**src/rtl/string_hw_feeder.sv**
```systemverilog
// rtl/string_hw_feeder.sv - sequences SRC_A/SRC_B words into a string accelerator and writes its result to DST
// Optional feature macro: STRING_HW_FEEDER_IRQ_EN (level completion interrupt).
module string_hw_feeder #(
    parameter int TIMEOUT_CYCLES = 1024
) (
    input  logic        clk,
    input  logic        reset,
    input  logic [1:0]  csr_address,
    input  logic        csr_write,
    input  logic        csr_read,
    input  logic [31:0] csr_writedata,
    output logic [31:0] csr_readdata,
    output logic [31:0] avm_address,
    output logic        avm_read,
    output logic        avm_write,
    output logic [31:0] avm_writedata,
    input  logic [31:0] avm_readdata,
    input  logic        avm_waitrequest,
    input  logic        avm_readdatavalid,
    output logic [2:0]  acc_address,
    output logic        acc_chipselect,
    output logic        acc_read,
    output logic        acc_write,
    output logic [31:0] acc_writedata,
    input  logic [31:0] acc_readdata,
    output logic        irq
);

    typedef enum logic [3:0] {
        IDLE, RD_A, WR_A, RD_B, WR_B, GO, POLL_RD, POLL_CHK,
        RES_RD, RES_CAP, WR_DST, DONE, ERR
    } state_t;

    state_t      state, next_state;
    logic [31:0] src_a, src_b, dst, result, word;
    logic [2:0]  index, length;
    logic [31:0] poll_cnt;
    logic        done, error, rd_pending;
    logic        busy, csr_wr_ok, start, clear, poll_expired;

    assign busy         = (state != IDLE) && (state != DONE) && (state != ERR);
    assign csr_wr_ok    = csr_write && !busy;
    assign start        = csr_wr_ok && (csr_address == 2'd3) && csr_writedata[0] && (state == IDLE);
    assign clear        = csr_wr_ok && (csr_address == 2'd3) && csr_writedata[8];
    assign poll_expired = (poll_cnt + 32'd1) >= 32'(TIMEOUT_CYCLES);

    always_comb begin
        next_state    = state;
        avm_address   = 32'd0;
        avm_read      = 1'b0;
        avm_write     = 1'b0;
        avm_writedata = 32'd0;
        acc_address   = 3'd0;
        acc_read      = 1'b0;
        acc_write     = 1'b0;
        acc_writedata = 32'd0;
        case (state)
            IDLE:     if (start) next_state = RD_A;
            RD_A: begin
                // Strobe drops once the read is accepted; the word arrives later on readdatavalid.
                avm_address = src_a;
                avm_read    = !rd_pending;
                if (rd_pending && avm_readdatavalid) next_state = WR_A;
            end
            WR_A: begin
                acc_write     = 1'b1;
                acc_address   = 3'd0;
                acc_writedata = word;
                next_state    = RD_B;
            end
            RD_B: begin
                avm_address = src_b;
                avm_read    = !rd_pending;
                if (rd_pending && avm_readdatavalid) next_state = WR_B;
            end
            WR_B: begin
                acc_write     = 1'b1;
                acc_address   = 3'd1;
                acc_writedata = word;
                next_state    = GO;
            end
            GO: begin
                acc_write     = 1'b1;
                acc_address   = 3'd2;
                acc_writedata = {24'd0, length, index, 1'b1, 1'b0};
                next_state    = POLL_RD;
            end
            POLL_RD: begin
                acc_read    = 1'b1;
                acc_address = 3'd2;
                next_state  = POLL_CHK;
            end
            POLL_CHK: begin
                if (acc_readdata[0])   next_state = RES_RD;
                else if (poll_expired) next_state = ERR;
                else                   next_state = POLL_RD;
            end
            RES_RD: begin
                acc_read    = 1'b1;
                acc_address = 3'd3;
                next_state  = RES_CAP;
            end
            RES_CAP:  next_state = WR_DST;
            WR_DST: begin
                avm_write     = 1'b1;
                avm_address   = dst;
                avm_writedata = result;
                if (!avm_waitrequest) next_state = DONE;
            end
            DONE:     next_state = IDLE;
            ERR:      next_state = IDLE;
            default:  next_state = IDLE;
        endcase
    end

    assign acc_chipselect = acc_read | acc_write;

    always_ff @(posedge clk or posedge reset) begin
        if (reset) begin
            state        <= IDLE;
            src_a        <= 32'd0;
            src_b        <= 32'd0;
            dst          <= 32'd0;
            result       <= 32'd0;
            word         <= 32'd0;
            index        <= 3'd0;
            length       <= 3'd0;
            poll_cnt     <= 32'd0;
            done         <= 1'b0;
            error        <= 1'b0;
            rd_pending   <= 1'b0;
            csr_readdata <= 32'd0;
        end else begin
            state <= next_state;
            if (csr_wr_ok) begin
                case (csr_address)
                    2'd0:    src_a <= csr_writedata;
                    2'd1:    src_b <= csr_writedata;
                    2'd2:    dst   <= csr_writedata;
                    default: ;
                endcase
            end
            if (start) begin
                index    <= csr_writedata[4:2];
                length   <= csr_writedata[7:5];
                poll_cnt <= 32'd0;
                done     <= 1'b0;
                error    <= 1'b0;
            end else begin
                if (clear) begin
                    done  <= 1'b0;
                    error <= 1'b0;
                end
                if (state == POLL_CHK) poll_cnt <= poll_cnt + 32'd1;
                if (next_state == DONE) done  <= 1'b1;
                if (next_state == ERR)  error <= 1'b1;
            end
            if ((state == RD_A) || (state == RD_B)) begin
                if (!rd_pending && !avm_waitrequest) begin
                    rd_pending <= 1'b1;
                end else if (rd_pending && avm_readdatavalid) begin
                    rd_pending <= 1'b0;
                    word       <= avm_readdata;
                end
            end
            if (state == RES_CAP) result <= acc_readdata;
            if (csr_read) begin
                case (csr_address)
                    2'd0:    csr_readdata <= src_a;
                    2'd1:    csr_readdata <= src_b;
                    2'd2:    csr_readdata <= dst;
                    default: csr_readdata <= {29'd0, error, done, busy};
                endcase
            end
        end
    end

`ifdef STRING_HW_FEEDER_IRQ_EN
    logic irq_q;
    always_ff @(posedge clk or posedge reset) begin
        if (reset)                                        irq_q <= 1'b0;
        else if ((next_state == DONE) || (next_state == ERR)) irq_q <= 1'b1;
        else if (clear)                                   irq_q <= 1'b0;
    end
    assign irq = irq_q;
`else
    assign irq = 1'b0;
`endif

endmodule

```
**config.mk**
```make
export PLATFORM = sky130hd
export DESIGN_NAME = string_hw_feeder
export DESIGN_NICKNAME = d
export VERILOG_FILES = /design/src/rtl/string_hw_feeder.sv
export SDC_FILE = /design/constraint.sdc
export NUM_CORES = 1
export LEC_CHECK = 0
export BUFFER_PORTS_ARGS = -buffer_cell sky130_fd_sc_hd__buf_2
export CAP_MARGIN = 30
export CORE_ASPECT_RATIO = 2
export CORE_UTILIZATION = 50
export CTS_CLUSTER_SIZE = 10
export DETAILED_ROUTE_END_ITERATION = 6
export PLACE_DENSITY = 0.8
export SYNTH_ARGS = -nofsm -noshare
export SYNTH_HDL_FRONTEND = slang
export SYNTH_SLANG_ARGS = --single-unit
```
**constraint.sdc**
```tcl
create_clock -name clk -period 7.82 [get_ports clk]
set_input_delay 1.564 -clock clk [delete_from_list [all_inputs] [get_ports clk]]
set_output_delay 1.564 -clock clk [all_outputs]
set_load 0.01 [all_outputs]
```
==> flow_summary.ini <==
[outcome]
status = complete, but fails checks
failed_checks = DRC

[worst_setup_path]
critical_path_arrival_ns = 3.06
worst_r2r_startpoint = poll_cnt[13]
worstSetupStartpoint = state[2]
r2r_end = error
end_kind = primary output
timing.reg2reg.setup_slack_ns = 4.70
timing.reg2reg.worst_path_depth = 7
start_kind = register
worstPathMaxFanout = 45
crit_type = register to primary output
crit_required_ns = 6.26
critPathCapture = avm_address[31]

[die]
core_sq_um = 22640
die_height_microns = 216.6
fp.dieArea_sq_um = 23660
die_x_microns = 109.3
placementRows = 78
ioPinCount = 241
initial_core_util = 0.5083

[yosys]
post_synth.cell_area_avg_sq_um = 11.10
number_of_distinct_library_cells_after_synthesis = 59
number_of_flops_mapped_to_enable_cells_by_yosys = 0
synthesis.yosys.warnings = 0
synth_top_cell_area_share = 0.5153
cell_area_after_technology_mapping_sq_um = 11510
synthXorXnorAreaFrac = 0.01370
synth.ff_latch_count = 237
synth_top_cells_by_count = sky130_fd_sc_hd__dfrtp_1 (237), sky130_fd_sc_hd__mux2_2 (169), sky130_fd_sc_hd__nor2_1 (99), sky130_fd_sc_hd__a21oi_1 (69), sky130_fd_sc_hd__and2_1 (64)
ys_async_sr_fraction = 1.000
yosys-top-cells-area = sky130_fd_sc_hd__dfrtp_1 (52%), sky130_fd_sc_hd__mux2_2 (17%), sky130_fd_sc_hd__and2_1 (3.5%)
synth_compound_area_frac = 0.1062
muxShareOfSynthArea = 0.1973
synthesis.instances = 1037
synth_adder_area_share = 0.001087
synth_top_family_by_area = multiplexers
synth_simple_gate_area_share = 0.1254
yosysMostFrequentCell = sky130_fd_sc_hd__dfrtp_1
synth-main-ff-cell = sky130_fd_sc_hd__dfrtp_1
post-synth-top-area-cell = sky130_fd_sc_hd__dfrtp_1
ys_seq_area_frac = 0.5153

[global_routing]
grt_first_pass_wirelength_microns = 46260
grt_start_max_net_pins = 190
overflow = 0
initial_antenna_violation_count = 2
number_of_global_route_vias_before_repair = 9077
grt_usage = 0.2508

[layout]
design.final.nets = 1348
area_delta_synth_final_pct = 18.57
fin_cells = 1527
finalCoreUtilization = 0.6027
layout.filler_cells = 1841
post_route_cells_drive_above_1_share = 0.3888

[sta]
final-max-slew-violation-count = 0
finClkSkew_ns = 0.01641
min_period_over_period = 0.5912
period_needed_ns = 4.623
layout_setup_ws_ns = 3.197
setup_tns_ns = 0
clock.fmax_ghz = 0.2163
slew_headroom = 0.3114
tightestPinTransition_ns = 1.033
fin_hold_viols = 0
setup_violations = 0
rsz0062_at_grt = false

[clocking]
root_buffer = sky130_fd_sc_hd__clkbuf_16
post_cts.repair.setup_buffers = 0
htree_levels = 1
cts.hold.buffers_added = 0
clock_tree.buffer_depth = 3
numCtsBuffers = 27
worst_setup_hold_path_clk_slew_ns = 0.05
numClockSinks = 237
cts_resized = 0
insertion_delay_ns = 0.53
tritoncts = done

[drt]
wl_per_cell_microns = 19.46
ant_nets = 0
drc = 1
via_count = 9036
post_drt_via_cell_ratio = 5.917
firstDrtPassIters = 7
routed_wl_microns = 29710
first_drt_iteration_drcs = 859

[pwr]
internal-power_w = 0.003324
power.density_nw_per_um2 = 382.7
p_leak_nw = 6.623
ir_drop_v = 0.0002192
sequentialPowerShare = 0.437
part_of_the_total_power_dissipated_in_combinational_logic = 0.360
p_clk_frac = 0.203
power.switching_w = 0.001898
switching_share = 0.3634

[placement]
pre_cts_slack_ns = 3.781
finalWeightedCongestion = 0.8366
port_buf_inserts = 238
placed_cells_incl_taps = 1494
detailed_place_hpwl_microns = 20430

[min_path]
timing.hold.worst.class = register to register

[run]
timing.max_cap.violations = 0
[flip-flops by register name (all words and copies together) (netlist names)]
signal        cells
dst              32
poll_cnt         32
length            3
rd_pending        1
src_a            32
error             1
state             4
src_b            32
word             32
result           32
index             3
csr_readdata     32
done              1
[area by class of cell]
type,instances,area (sq um),area share
sequential,237,5931,0.4346
timing repair buffer,254,1349,0.09884
clock inverter,1,8.758,0.0006418
antenna,2,5.005,0.0003668
clock buffer,30,686.9,0.05034
inverter,37,142.6,0.01045
tap,280,350.3,0.02567
multi-input combinational,686,5172,0.3791
[metal layers]
metal	up-vias	wire length [microns]	track usage
met3	73	1776	0.04030
met5	-	0	0
li1	4094	-	-
met4	0	1275	0.1182
met1	4491	10780	0.2829
met2	378	15880	0.4499
[cell families (layout without fill, tap and decap cells)]
family | Yosys count | after routing
XOR/XNOR | 18 | 18
AO/OA/AOI/OAI | 186 | 186
multiplexers | 202 | 202
other | 1 | 4
buffers and inverters | 115 | 322
AND/OR/NAND/NOR | 277 | 277
adder cells (fa/ha/maj) | 1 | 1
flip-flops | 237 | 237
[worst min-delay path by stage]
stage | from | end | slack [ns] | cells after the start
floorplan | rd_pending | rd_pending | 0.47 | 1
global placement | result[4] | result[4] | 0.48 | 1
detailed placement | result[19] | result[19] | 0.49 | 1
CTS | result[27] | result[27] | 0.50 | 1
global route | result[25] | result[25] | 0.51 | 1
finish | result[27] | result[27] | 0.49 | 1
[cell usage in the layout, fill, tap and decap left out, drive strengths merged, types with 2 or more instances in the layout]
master,instances
buf,254
dfrtp,237
mux2,169
nor2,99
a21oi,69
and2,64
o21ai,40
inv,37
nand2,37
a222oi,32
mux2i,30
clkbuf,30
nand3,16
nor3,16
nand4,15
xnor2,11
a31oi,9
xor2,7
o31ai,7
a22o,7
or2,5
and3,5
nor4,5
nand2b,4
and4,4
o22ai,3
a21o,3
mux4,3
nor2b,3
a31o,3
diode,2
or4,2
a311oi,2
conb,2
a2111oi,2
[per-stage QoR]
stage / hold WS [ns] / power (W) / instance area, sq um
6_report: 0.4949 / 0.005222 / 13650
5_1_grt: 0.5122 / 0.005550 / 13650
4_1_cts: 0.4994 / 0.005246 / 13640
3_5_place_dp: 0.4871 / 0.004158 / 12940
3_3_place_gp: 0.4812 / 0.004065 / 12900
2_1_floorplan: 0.4696 / 0.003472 / 11520
[power by group through the flow]
stage | Clock (W) | Sequential, W | Combinational [W]
after floorplan | 0 | 0.00209 | 0.00138
after global routing | 0.00113 | 0.00235 | 0.00207
final | 0.00106 | 0.00228 | 0.00188
after CTS | 0.00109 | 0.00227 | 0.00189
after global placement | 0 | 0.00225 | 0.00181
after detailed placement | 0 | 0.00228 | 0.00188
[critical path, cell delays in order (launching register included)]
cell,delay (ns)
sky130_fd_sc_hd__dfrtp_1,0.55
sky130_fd_sc_hd__nand2b_1,0.39
sky130_fd_sc_hd__nor2_4,0.80
sky130_fd_sc_hd__buf_4,0.40
sky130_fd_sc_hd__a222oi_1,0.16
sky130_fd_sc_hd__inv_1,0.08
sky130_fd_sc_hd__buf_2,0.12
Note: power is estimated with default switching activity, not from simulation.
